$ cat src/rtl/display_page_selector.sv
// Display page selector: two debounced push-buttons step an 8-entry page
// index that picks which 16-bit half of a CPU debug word drives four
// seven-segment nibbles.
module display_page_selector #(
  parameter int unsigned DEBOUNCE_CYCLES = 1000000
) (
  input  logic        clk,
  input  logic        reset,
  input  logic        btn_next,
  input  logic        btn_prev,
  input  logic [31:0] pc,
  input  logic [31:0] instr,
  input  logic [31:0] aluout,
  input  logic [31:0] writedata,
  output logic [3:0]  hex3,
  output logic [3:0]  hex2,
  output logic [3:0]  hex1,
  output logic [3:0]  hex0,
  output logic [2:0]  page
);

  localparam int unsigned NUM_BTN  = 2;
  localparam int unsigned BTN_NEXT = 0;
  localparam int unsigned BTN_PREV = 1;
  localparam int unsigned CNT_W    = (DEBOUNCE_CYCLES > 1) ? $clog2(DEBOUNCE_CYCLES) : 1;
  localparam logic [CNT_W-1:0] CNT_MAX = CNT_W'(DEBOUNCE_CYCLES - 1);

  logic [NUM_BTN-1:0] sync1;
  logic [NUM_BTN-1:0] sync2;
  logic [NUM_BTN-1:0] db;
  logic [NUM_BTN-1:0] db_delayed;
  logic [CNT_W-1:0]   cnt [NUM_BTN];
  logic [NUM_BTN-1:0] pulse_c;
  logic [15:0]        word_c;

  // Synchronize the raw buttons and debounce: a flip needs DEBOUNCE_CYCLES
  // consecutive cycles of disagreement; any agreement restarts the count.
  always_ff @(posedge clk) begin
    if (reset) begin
      sync1      <= '0;
      sync2      <= '0;
      db         <= '0;
      db_delayed <= '0;
      for (int i = 0; i < NUM_BTN; i++) cnt[i] <= '0;
    end else begin
      sync1      <= {btn_prev, btn_next};
      sync2      <= sync1;
      db_delayed <= db;
      for (int i = 0; i < NUM_BTN; i++) begin
        if (sync2[i] == db[i]) begin
          cnt[i] <= '0;
        end else if (cnt[i] == CNT_MAX) begin
          db[i]  <= sync2[i];
          cnt[i] <= '0;
        end else begin
          cnt[i] <= cnt[i] + CNT_W'(1);
        end
      end
    end
  end

  // Press pulses come straight from registered state so a rising debounced
  // level steps the page on the very next edge.
  assign pulse_c = db & ~db_delayed;

  // Page index: next/prev wrap modulo 8; simultaneous presses cancel.
  always_ff @(posedge clk) begin
    if (reset) begin
      page <= '0;
    end else begin
      case ({pulse_c[BTN_PREV], pulse_c[BTN_NEXT]})
        2'b01:   page <= page + 3'd1;
        2'b10:   page <= page - 3'd1;
        default: page <= page;
      endcase
    end
  end

  // Page map: even pages show the upper half-word, odd pages the lower.
  always_comb begin
    word_c = 16'h0000;
    case (page)
      3'd0:    word_c = pc[31:16];
      3'd1:    word_c = pc[15:0];
      3'd2:    word_c = instr[31:16];
      3'd3:    word_c = instr[15:0];
      3'd4:    word_c = aluout[31:16];
      3'd5:    word_c = aluout[15:0];
      3'd6:    word_c = writedata[31:16];
      default: word_c = writedata[15:0];
    endcase
  end

  // Display nibbles are refreshed every cycle so live data is tracked.
  always_ff @(posedge clk) begin
    if (reset) begin
      {hex3, hex2, hex1, hex0} <= 16'h0000;
    end else begin
      {hex3, hex2, hex1, hex0} <= word_c;
    end
  end

endmodule

$ cat config.mk
export PLATFORM = sky130hd
export DESIGN_NAME = display_page_selector
export DESIGN_NICKNAME = d
export VERILOG_FILES = /design/src/rtl/display_page_selector.sv
export SDC_FILE = /design/constraint.sdc
export NUM_CORES = 1
export LEC_CHECK = 0
export BUFFER_PORTS_ARGS = -buffer_cell sky130_fd_sc_hd__buf_2
export CELL_PAD_IN_SITES_DETAIL_PLACEMENT = 2
export CELL_PAD_IN_SITES_GLOBAL_PLACEMENT = 2
export CORE_ASPECT_RATIO = 1.2
export CORE_UTILIZATION = 28
export DETAILED_ROUTE_END_ITERATION = 16
export GPL_TIMING_DRIVEN = 0
export PLACE_DENSITY = 0.79
export SYNTH_ARGS = -nofsm -noshare
export SYNTH_HDL_FRONTEND = slang
export SYNTH_SLANG_ARGS = --single-unit
$ cat constraint.sdc
create_clock -name clk -period 3.3 [get_ports clk]
set_clock_uncertainty 0.05 [all_clocks]
set_input_delay 0.66 -clock clk [delete_from_list [all_inputs] [get_ports clk]]
set_output_delay 0.66 -clock clk [all_outputs]
set_load 0.01 [all_outputs]
# Word-level counts from Yosys, hierarchy flattened
# Memories as Yosys holds them, arrays and structs flattened.
# Cells that the tools add are included.
# word_totals
ramBits,40
wordCells,73
out_inout_bits,19
regBits,27
n_memories,1
# mem_list
name,depth,word_bits,read_ports,rd_ports_with_merged_regs,write_ports,line,source
cnt,2,20,2,0,2,32,logic [CNT_W-1:0] cnt [NUM_BTN];
# classes
mux,32
bitwise,10
n_reduce_logical,4
add_sub_neg,4
eq_ne,12
# op_table
op,count
$mux 20,6
$pmux 16 s7,1
$add 20x1->20 const B,2
$eq 20x20->1 const B,2
$mux 1,24
$eq 3x3->1 const B,3
$eq 3x2->1 const B,2
$or 1x1->1,6
$pmux 3 s2,1
$reduce_and 2->1,2
$add 3x1->3 const B,1
$eq 3x1->1 const B,1
$logic_not 3->1,1
$sub 3x1->3 const B,1
$and 2x2->2,1
$eq 1x1->1,2
$eq 2x1->1 const B,1
$eq 2x2->1 const B,1
$not 1->1,2
$not 2->2,1
$reduce_bool 2->1,1

# Depth between registers and ports, before layout
# Gate-level depths: netlist of run 1.
# depth
word_depth,7
mapped_depth,9

# Least setup slack after synthesis of run 1
# OpenSTA, ideal clock, no wires.
# synth_timing
path_kind,reg-to-reg
startpoint,reg page[2]
endpoint,reg hex0[0]
setup_time_ps,74
setup_slack_ps,663
arrival_ps,2513
path_stages_with_launch,10
path_buffers,4
path_cell_list,dfxtp_1 > clkbuf_1 > inv_1 > clkbuf_1 > ha_1 > clkbuf_1 > nor4_1 > clkbuf_1 > nand2_1 > a31oi_1
# synth_between
elab_chain_len,2
# synth_lines
item,line,source
from (decl),19,output logic [2:0] page
from (signal assigned),72,2'b01: page <= page + 3'd1;
from (signal assigned),73,2'b10: page <= page - 3'd1;
from (signal assigned),74,default: page <= page;
"$eq 3x3->1, or another cell as far along",82,case (page)
$pmux 16 s7 (*),82,
to (signal assigned),99,"{hex3, hex2, hex1, hex0} <= word_c;"
to (decl),18,"output logic [3:0] hex0,"
# Every way passes the cells marked *; elsewhere a longest branch is shown, timed or not.
# A chain may end at the register's enable or synchronous reset.

# Worst setup path in the final report of run 1
# layout_timing
startpoint,reg page[2]
endpoint,reg hex2[0]
# layout_between
elab_chain_len,2
# layout_lines
item,line,source
"$eq 3x3->1, or another cell as far along",82,
$pmux 16 s7 (*),82,
to (signal assigned),99,
to (decl),16,"output logic [3:0] hex2,"
# Marks and branches as above.

==> results of run 1 <==
[through the flow]
stage	TNS (ns)	worst slack, ns
finish	0	0.3221
global route	0	0.1029
CTS	0	0.07191
detailed placement	-4.622	-0.5778
global placement	-3.542	-0.5104
floorplan	0	0.6626
[worst max-delay path: stages, from the launching register on]
cell and delay [ns]:
dfxtp_1 0.34, clkbuf_2 0.21, inv_1 0.22, clkbuf_1 0.39, ha_1 0.22, clkbuf_1 0.47
clkbuf_1 0.50, a222oi_1 0.25, a31oi_1 0.24
[cells in the final DEF (no fill, tap or decap), drive strengths merged, types with 8 or more instances in the layout]
| cell | count |
|---|---|
| xnor2 | 14 |
| buf | 156 |
| dfxtp | 27 |
| o21ai | 22 |
| a221o | 12 |
| inv | 15 |
| nor3 | 8 |
| nand2 | 35 |
| a21oi | 17 |
| a222oi | 21 |
| nor2b | 9 |
| nor2 | 37 |
| conb | 40 |
| edfxtp | 40 |
| clkbuf | 29 |
| ha | 9 |
| xor2 | 13 |
| nand4 | 8 |
| nand3 | 19 |
| a22o | 11 |
| or4 | 13 |
| a31oi | 11 |
[kinds of logic (layout without fill, tap and decap cells)]
group,Yosys count,after routing
and+or+nand+nor,159,159
AOI/OAI and AO/OA,108,108
DFF,67,67
buffers and inverters,36,202
xor gates and xnor gates,27,27
adders and majority gates,9,9
other,1,44
[registers in the layout, summed over array words and instances (netlist names)]
| signal | cells |
|---|---|
| page | 3 |
| hex3 | 4 |
| hex1 | 4 |
| db | 2 |
| hex0 | 4 |
| hex2 | 4 |
| db_delayed | 2 |
| sync2 | 2 |
| sync1 | 2 |
| cnt | 40 |
[worst max path at each step]
stage	from	slack (ns)	cells past startpoint	endpoint
after global placement	page[2]$_SDFFE_PP0P_	-0.51	9	hex2[1]$_SDFF_PP0_
after detailed placement	page[2]$_SDFFE_PP0P_	-0.58	9	hex2[1]$_SDFF_PP0_
final	page[2]$_SDFFE_PP0P_	0.32	8	hex2[0]$_SDFF_PP0_
after floorplan	page[2]$_SDFFE_PP0P_	0.66	9	hex0[0]$_SDFF_PP0_
after global routing	page[2]$_SDFFE_PP0P_	0.10	8	hex1[2]$_SDFF_PP0_
after CTS	page[2]$_SDFFE_PP0P_	0.07	9	hex2[1]$_SDFF_PP0_
[synthesized netlist by cell type (2+ instances only)]
library cell,number
edfxtp_1,40
nor2_1,37
nand2_1,35
dfxtp_1,27
a222oi_1,21
o21ai_0,20
clkbuf_1,19
nand3_1,19
a21oi_1,17
xnor2_1,14
xor2_1,13
a221o_1,12
a22o_1,11
a31oi_1,11
inv_1,11
or4_1,11
ha_1,9
nor2b_1,9
nand4_1,8
nor3_1,8
or3_1,6
nor4_1,5
a221oi_1,4
o31ai_1,4
and2_1,3
and3_1,3
buf_1,3
nand2b_1,3
nor4b_1,3
buf_2,2
o22ai_1,2
o41ai_1,2
or4_4,2
[power by group]
part           total, uW  switching (uW)  internal, uW
Clock               1010             375           638
Combinational        190            92.1          98.4
Sequential           950            30.1           920
Total               2150             498          1660
[repair_timing]
item / in CTS / in global routing
endpoints found under the setup margin: 16 / 6
resized for setup: 3 / 2
buffers inserted: 0 / 0
[area by class of cell]
class	count	area [um2]
Inverter	11	41.29
Buffer	25	106.4
Antenna cell	4	10.01
Sequential cell	67	1742
Fill cell	1542	8023
Multi-Input combinational cell	343	2152
Timing Repair Buffer	150	750.7
Clock inverter	6	67.56
Clock buffer	10	250.2
Tap cell	168	210.2
[metal layers]
layer / vias to the layer above / part of all wire, % / global-route usage, %
met1: 2000 / 36 / 22.06
met5: - / 0 / 0
met3: 17 / 6.2 / 5.853
met2: 134 / 55 / 43.10
li1: 1950 / - / -
met4: 0 / 1.9 / 8.392
==> impl_metrics.tcl, run 1 <==
set metrics [dict create \
    gp_congestion 0.8678 \
    fmax_ghz 0.3358 \
    min_path_cells 1 \
    worstPathRequired_ns 3.49 \
    cts.sinks 67 \
    synth_top_area_cell "edfxtp_1" \
    rows 46 \
    totalWireLength_um 15120 \
    synthAdderAreaFrac_pct 2.904 \
    yosysTopAreaCellShare_pct 30.98 \
    power_leakage_uw 0.002168 \
    arrival_ns 3.17 \
    start_kind "flip-flop" \
    drc 0 \
    synthMuxAreaShare_pct 0 \
    hold_path_class "reg -> reg" \
    ys_top_cells_by_area "edfxtp_1, dfxtp_1, a222oi_1" \
    relSlewSlack_pct 48.42 \
    drt_iter0_markers 186 \
    synth_flop_cell "edfxtp_1" \
    dp_cells 764 \
    core_um2 13350 \
    drtAntennaViolNets 0 \
    rrSetupSlack_ns 0.32 \
    yosysWarnings 0 \
    port_buffers 150 \
    r2r_start "page[2]$_SDFFE_PP0P_" \
    worstSkewPairLatency_ns 0.33 \
    setup_viol 0 \
    worst_slew_pin_slew_ns 0.7686 \
    layout_worst_path_cycle_share_pct 90.24 \
    period_minus_slack_ns 2.978 \
    grt_max_degree 14 \
    cp_max_fo 10 \
    die_area_um2 14320 \
    vias_per_cell 5.231 \
    wire_per_inst_um 19.28 \
    clock_path_buffers 2 \
    cap_violations 0 \
    dpl_cell_area_um2 4985 \
    synth_edf_count 40 \
    gr-total-overflow 0 \
    htree_levels 3 \
    ys_async_sr_fraction_pct 0 \
    yosys.area_share.simple_pct 21.26 \
    crit_path_end_kind "flip-flop" \
    io_pins 151 \
    r2r_cells 8 \
    clk_pin_slew_ns 0.06 \
    cts.hold.buffers_added 0 \
    initial_core_util_pct 29.04 \
    postLayoutCoreUtil_pct 39.92 \
    grt.total_usage_pct 22.12 \
    die_w_um 109.4 \
    syn_area_um2 3877 \
    stdcell_count 784 \
    die_y_um 130.9 \
    grt_pass1_vias 4563 \
    dp_hpwl_um 12350 \
    synth_top_family_by_area "simple AND/OR/NAND/NOR gates" \
    ys_seq_elements 67 \
    hold-worst-slack_ns 0.3996 \
    status "finished clean" \
    r2r-end "hex2[0]$_SDFF_PP0_" \
    vdd_drop_max_mv 0.2419 \
    cts_buffers 9 \
    cts_root_buf "clkbuf_16" \
    syn_area_per_cell_um2 9.527 \
    antenna_found_initial 5 \
    vias 4101 \
    crit_type "reg -> reg" \
    drive_above_1_share_pct 29.41 \
    nets 748 \
    hold_viol 0 \
    synthToLayoutAreaGrowth_pct 37.46 \
    min_to "sync2[1]$_SDFF_PP0_" \
    power_uw 2154 \
    rsz0062_at_grt "no" \
    ys_seq_area_share_pct 44.92 \
    cts_tree "yes" \
    drtPass1Iterations 6 \
    grt_pass1_wl_um 23690 \
    synth-xor-area-share_pct 6.099 \
    report.final.slew_viol_count 0 \
    hp-start "sync1[1]$_SDFF_PP0_" \
    yosys.cell_types.count 46 \
    stdcell_area_um2 5330 \
    synth_compound_area_share_pct 20.97 \
    syn_inst 407 \
    cellPowerDensity_nw_per_um2 404.1 \
]
No activity file was read; power rests on OpenSTA's default activity.
==> inputs of run 2 (changes only) <==
- BUFFER_PORTS_ARGS: -buffer_cell sky130_fd_sc_hd__buf_2 -> -buffer_cell sky130_fd_sc_hd__buf_4
- CORE_MARGIN: default -> 4
- CORE_UTILIZATION: 28 -> 29
- CTS_BUF_LIST: default -> sky130_fd_sc_hd__clkbuf_4
- PLACE_DENSITY: 0.79 -> 0.81
==> run 2 against run 1 <==
Against the previous run:
- hold slack lost 0.0028 ns
- clock power shrank 46%
- sequential share of layout area shrank 1.2 points
- die area grew 6.8%
- critical path depth is the same
- maximum frequency shrank 1.5%
- via count grew 0.20%
==> impl_metrics.tcl, run 2 (same netlist as run 1, synthesis figures left out) <==
set metrics [dict create \
    status "finished clean" \
    rsz0062_at_grt "no" \
    period_minus_slack_ns 3.024 \
    cp_max_fo 10 \
    dpl_cell_area_um2 5360 \
    relSlewSlack_pct 46.16 \
    largest_register_ffs 40 \
    start_kind "flip-flop" \
    hold_viol 0 \
    setup_viol 0 \
    top_layer_used "met4" \
    core_um2 13180 \
    layout_commonest_cell "buf_4" \
    power_leakage_uw 0.002212 \
    arrival_ns 3.27 \
    dp_cells 764 \
    r2r_start "page[2]$_SDFFE_PP0P_" \
    initial_core_util_pct 29.42 \
    cap_violations 0 \
    cellPowerDensity_nw_per_um2 314.3 \
    cts_tree "yes" \
    gp_congestion 0.8090 \
    cts.sinks 67 \
    crit_path_end_kind "flip-flop" \
    power_uw 1739 \
    wire_per_inst_um 20.11 \
    totalWireLength_um 15770 \
    drtPass1Iterations 5 \
    worstSkewPairLatency_ns 0.43 \
    layout_worst_path_cycle_share_pct 91.62 \
    die_w_um 113.6 \
    die_y_um 134.7 \
    stdcell_count 784 \
    hp-start "btn_prev" \
    htree_levels 3 \
    drive_above_1_share_pct 29.64 \
    cts_root_buf "clkbuf_4" \
    hold_path_class "in -> reg" \
    fmax_ghz 0.3307 \
    antenna_found_initial 3 \
    port_buffers 150 \
    synthToLayoutAreaGrowth_pct 42.72 \
    worst_slew_pin_slew_ns 0.8022 \
    rows 46 \
    hold-worst-slack_ns 0.3969 \
    grt_pass1_vias 4817 \
    stdcell_area_um2 5534 \
    drt_iter0_markers 177 \
    worstPathRequired_ns 3.55 \
    dp_hpwl_um 13160 \
    fillers 1509 \
    io_pins 151 \
    wl_met3_um 1384 \
    tns_ns 0 \
    mostFrequentLayoutCells "buf_4, edfxtp_1, conb_1" \
    grt_pass1_wl_um 25250 \
    gr-total-overflow 0 \
    route.met2.wl_um 8385 \
    startpoint "page[2]$_SDFFE_PP0P_" \
    report.final.slew_viol_count 0 \
    cts_buffers 9 \
    clk_pin_slew_ns 0.12 \
    clock_path_buffers 2 \
    drc 0 \
    crit_type "reg -> reg" \
    nets 750 \
    vdd_drop_max_mv 0.1415 \
    wl_met1_um 5585 \
    regMostFlops "cnt" \
    die_area_um2 15290 \
    grt_max_degree 13 \
    vias 4109 \
    grt.total_usage_pct 21.02 \
    drtAntennaViolNets 0 \
    vias_per_cell 5.241 \
]
run 2: changes by cell type in the layout (fill, tap and decap cells not counted), sizes merged:
cell / before / now
clkinv: 1 / 4
clkbuf: 29 / 28
diode: 4 / 2
inv: 15 / 12
clkinvlp: 0 / 1
buf: 156 / 158
run 2: timing repair:
| action | in CTS | in global routing |
|---|---|---|
| pin swaps | 0 | 1 |
| gates resized for setup | 3 | 2 |
| endpoints found under the setup margin | 16 | 13 |
| setup buffers | 0 | 2 |
| endpoints found under the hold margin | 0 | 0 |
| hold buffers | 0 | 0 |
run 2: final timing paths:
| kind | end | slack (ns) | cells after the start |
|---|---|---|---|
| setup / recovery | hex2[0]$_SDFF_PP0_ | 0.28 | 8 |
| hold / removal | sync1[1]$_SDFF_PP0_ | 0.40 | 2 |
| setup reg to reg | hex2[0]$_SDFF_PP0_ | 0.28 | 8 |
| hold reg to reg | sync2[0]$_SDFF_PP0_ | 0.41 | 1 |
run 2: cell type report:
cell class,instances,area [um2],area share [%]
inverter,11,41.29,0.7461
clock inverter,7,68.82,1.243
timing repair buffer,152,1141,20.62
tap,168,210.2,3.798
multi-input combinational,343,2152,38.89
sequential,67,1742,31.47
antenna,2,5.005,0.09044
buffer,25,106.4,1.922
clock buffer,9,67.56,1.221
run 2: critical path: stages (launching register included):
cell      delay (ns)
dfxtp_1         0.41
clkbuf_1        0.41
inv_1           0.25
clkbuf_1        0.29
ha_1            0.26
clkbuf_1        0.28
clkbuf_2        0.33
a222oi_1        0.48
a31oi_1         0.13
run 2: per-layer routing:
metal | global-route usage [%] | vias up
li1 | - | 1944
met1 | 21.34 | 1995
met2 | 38.61 | 148
met3 | 8.023 | 22
met4 | 7.949 | 0
met5 | 0 | -
run 2: power breakdown:
| part | leakage (uW) | internal, uW | switching (uW) | total (uW) |
|---|---|---|---|---|
| sequential | 0.000635 | 919 | 29.7 | 949 |
| clock | 0.0000760 | 229 | 321 | 550 |
| combinational | 0.00150 | 147 | 94.2 | 241 |
run 2: stage by stage:
stage | utilization, % | worst slack [ns]
after floorplan | - | 0.6626
after global placement | 40.67 | -0.5151
after detailed placement | 40.67 | -0.6564
after CTS | 41.83 | 0.005592
after global routing | 41.99 | 0.008306
final | 41.99 | 0.2764
==> inputs of run 3 (changes only) <==
- BUFFER_PORTS_ARGS: -buffer_cell sky130_fd_sc_hd__buf_4 -> default
- CORE_UTILIZATION: 29 -> 38
- DONT_BUFFER_PORTS: default -> 1
- GPL_ROUTABILITY_DRIVEN: default -> 0
==> run 3 against run 2 <==
Against the previous run:
- final cell count decreased by 25%
- global-route usage increased by 2.4 points
- first-iteration DRC count decreased by 0.56%
- hold slack got worse by 0.083 ns
- sequential share of layout area increased by 8.5 points
- wire length decreased by 13%
- clock power increased by 13%
- largest cell class unchanged
==> impl_metrics.tcl, run 3 (same netlist as run 1, synthesis figures left out) <==
set metrics [dict create \
    status "finished clean" \
    synthToLayoutAreaGrowth_pct 12.42 \
    vdd_drop_max_mv 0.1493 \
    core_um2 10010 \
    clock_path_buffers 2 \
    clk_pin_slew_ns 0.12 \
    final-seq-area_um2 1742 \
    regMostFlops "cnt" \
    setup_viol 0 \
    grt.total_usage_pct 23.41 \
    crit_path_end_kind "flip-flop" \
    die_w_um 100.2 \
    largest_register_ffs 40 \
    rows 40 \
    drtPass1Iterations 9 \
    grt_pass1_wl_um 21450 \
    cp_max_fo 10 \
    nets 598 \
    cts.sinks 67 \
    arrival_ns 3.24 \
    cap_violations 0 \
    drt_iter0_markers 176 \
    worst_slew_pin_slew_ns 0.7803 \
    fin_ws_ns 0.3580 \
    drtAntennaViolNets 0 \
    grt_pass1_vias 4050 \
    dp_slack_ns -0.3707 \
    cts.hold.buffers_added 0 \
    wire_per_inst_um 23.29 \
    hold-worst-slack_ns 0.3140 \
    vias_per_cell 5.968 \
    period_minus_slack_ns 2.942 \
    totalWireLength_um 13740 \
    die_area_um2 11890 \
    start_kind "flip-flop" \
    port_buffers 0 \
    hold_viol 0 \
    rsz0062_at_grt "no" \
    htree_levels 3 \
    gr-total-overflow 0 \
    cts_tree "yes" \
    mostFrequentLayoutCells "edfxtp_1, conb_1, nor2_1" \
    report.final.slew_viol_count 0 \
    worstSkewPairLatency_ns 0.43 \
    dp_hpwl_um 11020 \
    fmax_ghz 0.3399 \
    relSlewSlack_pct 47.63 \
    cts_buffers 9 \
    io_pins 151 \
    initial_core_util_pct 38.74 \
    multi_input_area_um2 2152 \
    power_leakage_uw 0.001487 \
    crit_type "reg -> reg" \
    cellPowerDensity_nw_per_um2 382.5 \
    worstPathRequired_ns 3.60 \
    grt_max_degree 13 \
    hold_path_class "in -> reg" \
    antenna_found_initial 2 \
    layout_worst_path_cycle_share_pct 89.15 \
    cts_setup_buffers 0 \
    vias 3521 \
    fillers 1138 \
    drive_above_1_share_pct 6.277 \
    drc 0 \
    cts_root_buf "clkbuf_4" \
    die_y_um 118.7 \
]
==> run 3: cell types whose count changed in the layout (fill, tap and decap cells not counted) <==
cell	delta
buf_4	-152
bufinv_16	+1
clkbuf_4	+1
clkinv_1	+1
clkinv_4	-2
clkinvlp_4	-1
inv_2	-1
inv_4	+1
==> run 3: critical path, cell delays in order (launching register included) <==
cell	delay, ns
dfxtp_1	0.49
clkbuf_2	0.30
inv_1	0.17
clkbuf_1	0.26
ha_1	0.27
clkbuf_1	0.25
nor4_4	0.47
clkbuf_2	0.32
nand2_1	0.10
a31oi_1	0.18
==> run 3: layout make-up <==
cell class	count	area share, %
inverters	11	0.9472
multi-input cells	343	49.37
plain buffers	25	2.440
clock inverters	6	1.837
flip-flops and latches	67	39.95
diodes	2	0.1148
clock buffers	10	1.722
well taps	126	3.617
==> run 3: worst paths after layout <==
path | cells past startpoint | startpoint | slack (ns) | endpoint
worst max-delay path | 9 | page[2]$_SDFFE_PP0P_ | 0.36 | hex0[0]$_SDFF_PP0_
worst min-delay path | 1 | btn_prev | 0.31 | sync1[1]$_SDFF_PP0_
worst max register to register | 9 | page[2]$_SDFFE_PP0P_ | 0.36 | hex0[0]$_SDFF_PP0_
worst min register to register | 1 | sync1[1]$_SDFF_PP0_ | 0.42 | sync2[1]$_SDFF_PP0_
==> run 3: power breakdown <==
part | switching [uW] | internal, uW | leakage, uW | total [uW]
Combinational | 51.2 | 38.0 | 0.000764 | 89.2
Clock | 309 | 311 | 0.0000881 | 620
Sequential | 38.9 | 919 | 0.000635 | 958
==> run 3: repair_timing <==
action                                 CTS  global route
gates cloned                             0             0
resized for setup                        2             4
endpoints found under the hold margin    0             0
setup endpoints to repair               12            10
==> run 3: through the flow <==
| step | util, % | total power [uW] | instance area (um2) | std cells | setup TNS [ns] |
|---|---|---|---|---|---|
| after floorplan | - | 1032 | 4024 | 446 | 0 |
| after global placement | 41.78 | 1056 | 4182 | 572 | -3.183 |
| after detailed placement | 41.78 | 1063 | 4182 | 572 | -3.073 |
| after CTS | 43.48 | 1681 | 4352 | 588 | 0 |
| after global routing | 43.55 | 1738 | 4359 | 590 | 0 |
| final | 43.55 | 1667 | 4359 | 590 | 0 |
==> run 3: per-layer routing <==
layer	routed length, um	vias to the layer above	global-route usage (%)
met1	4806	1713	23.36
li1	-	1645	-
met2	7572	134	44.65
met3	878	29	6.316
met4	481	0	9.099
met5	0	-	0
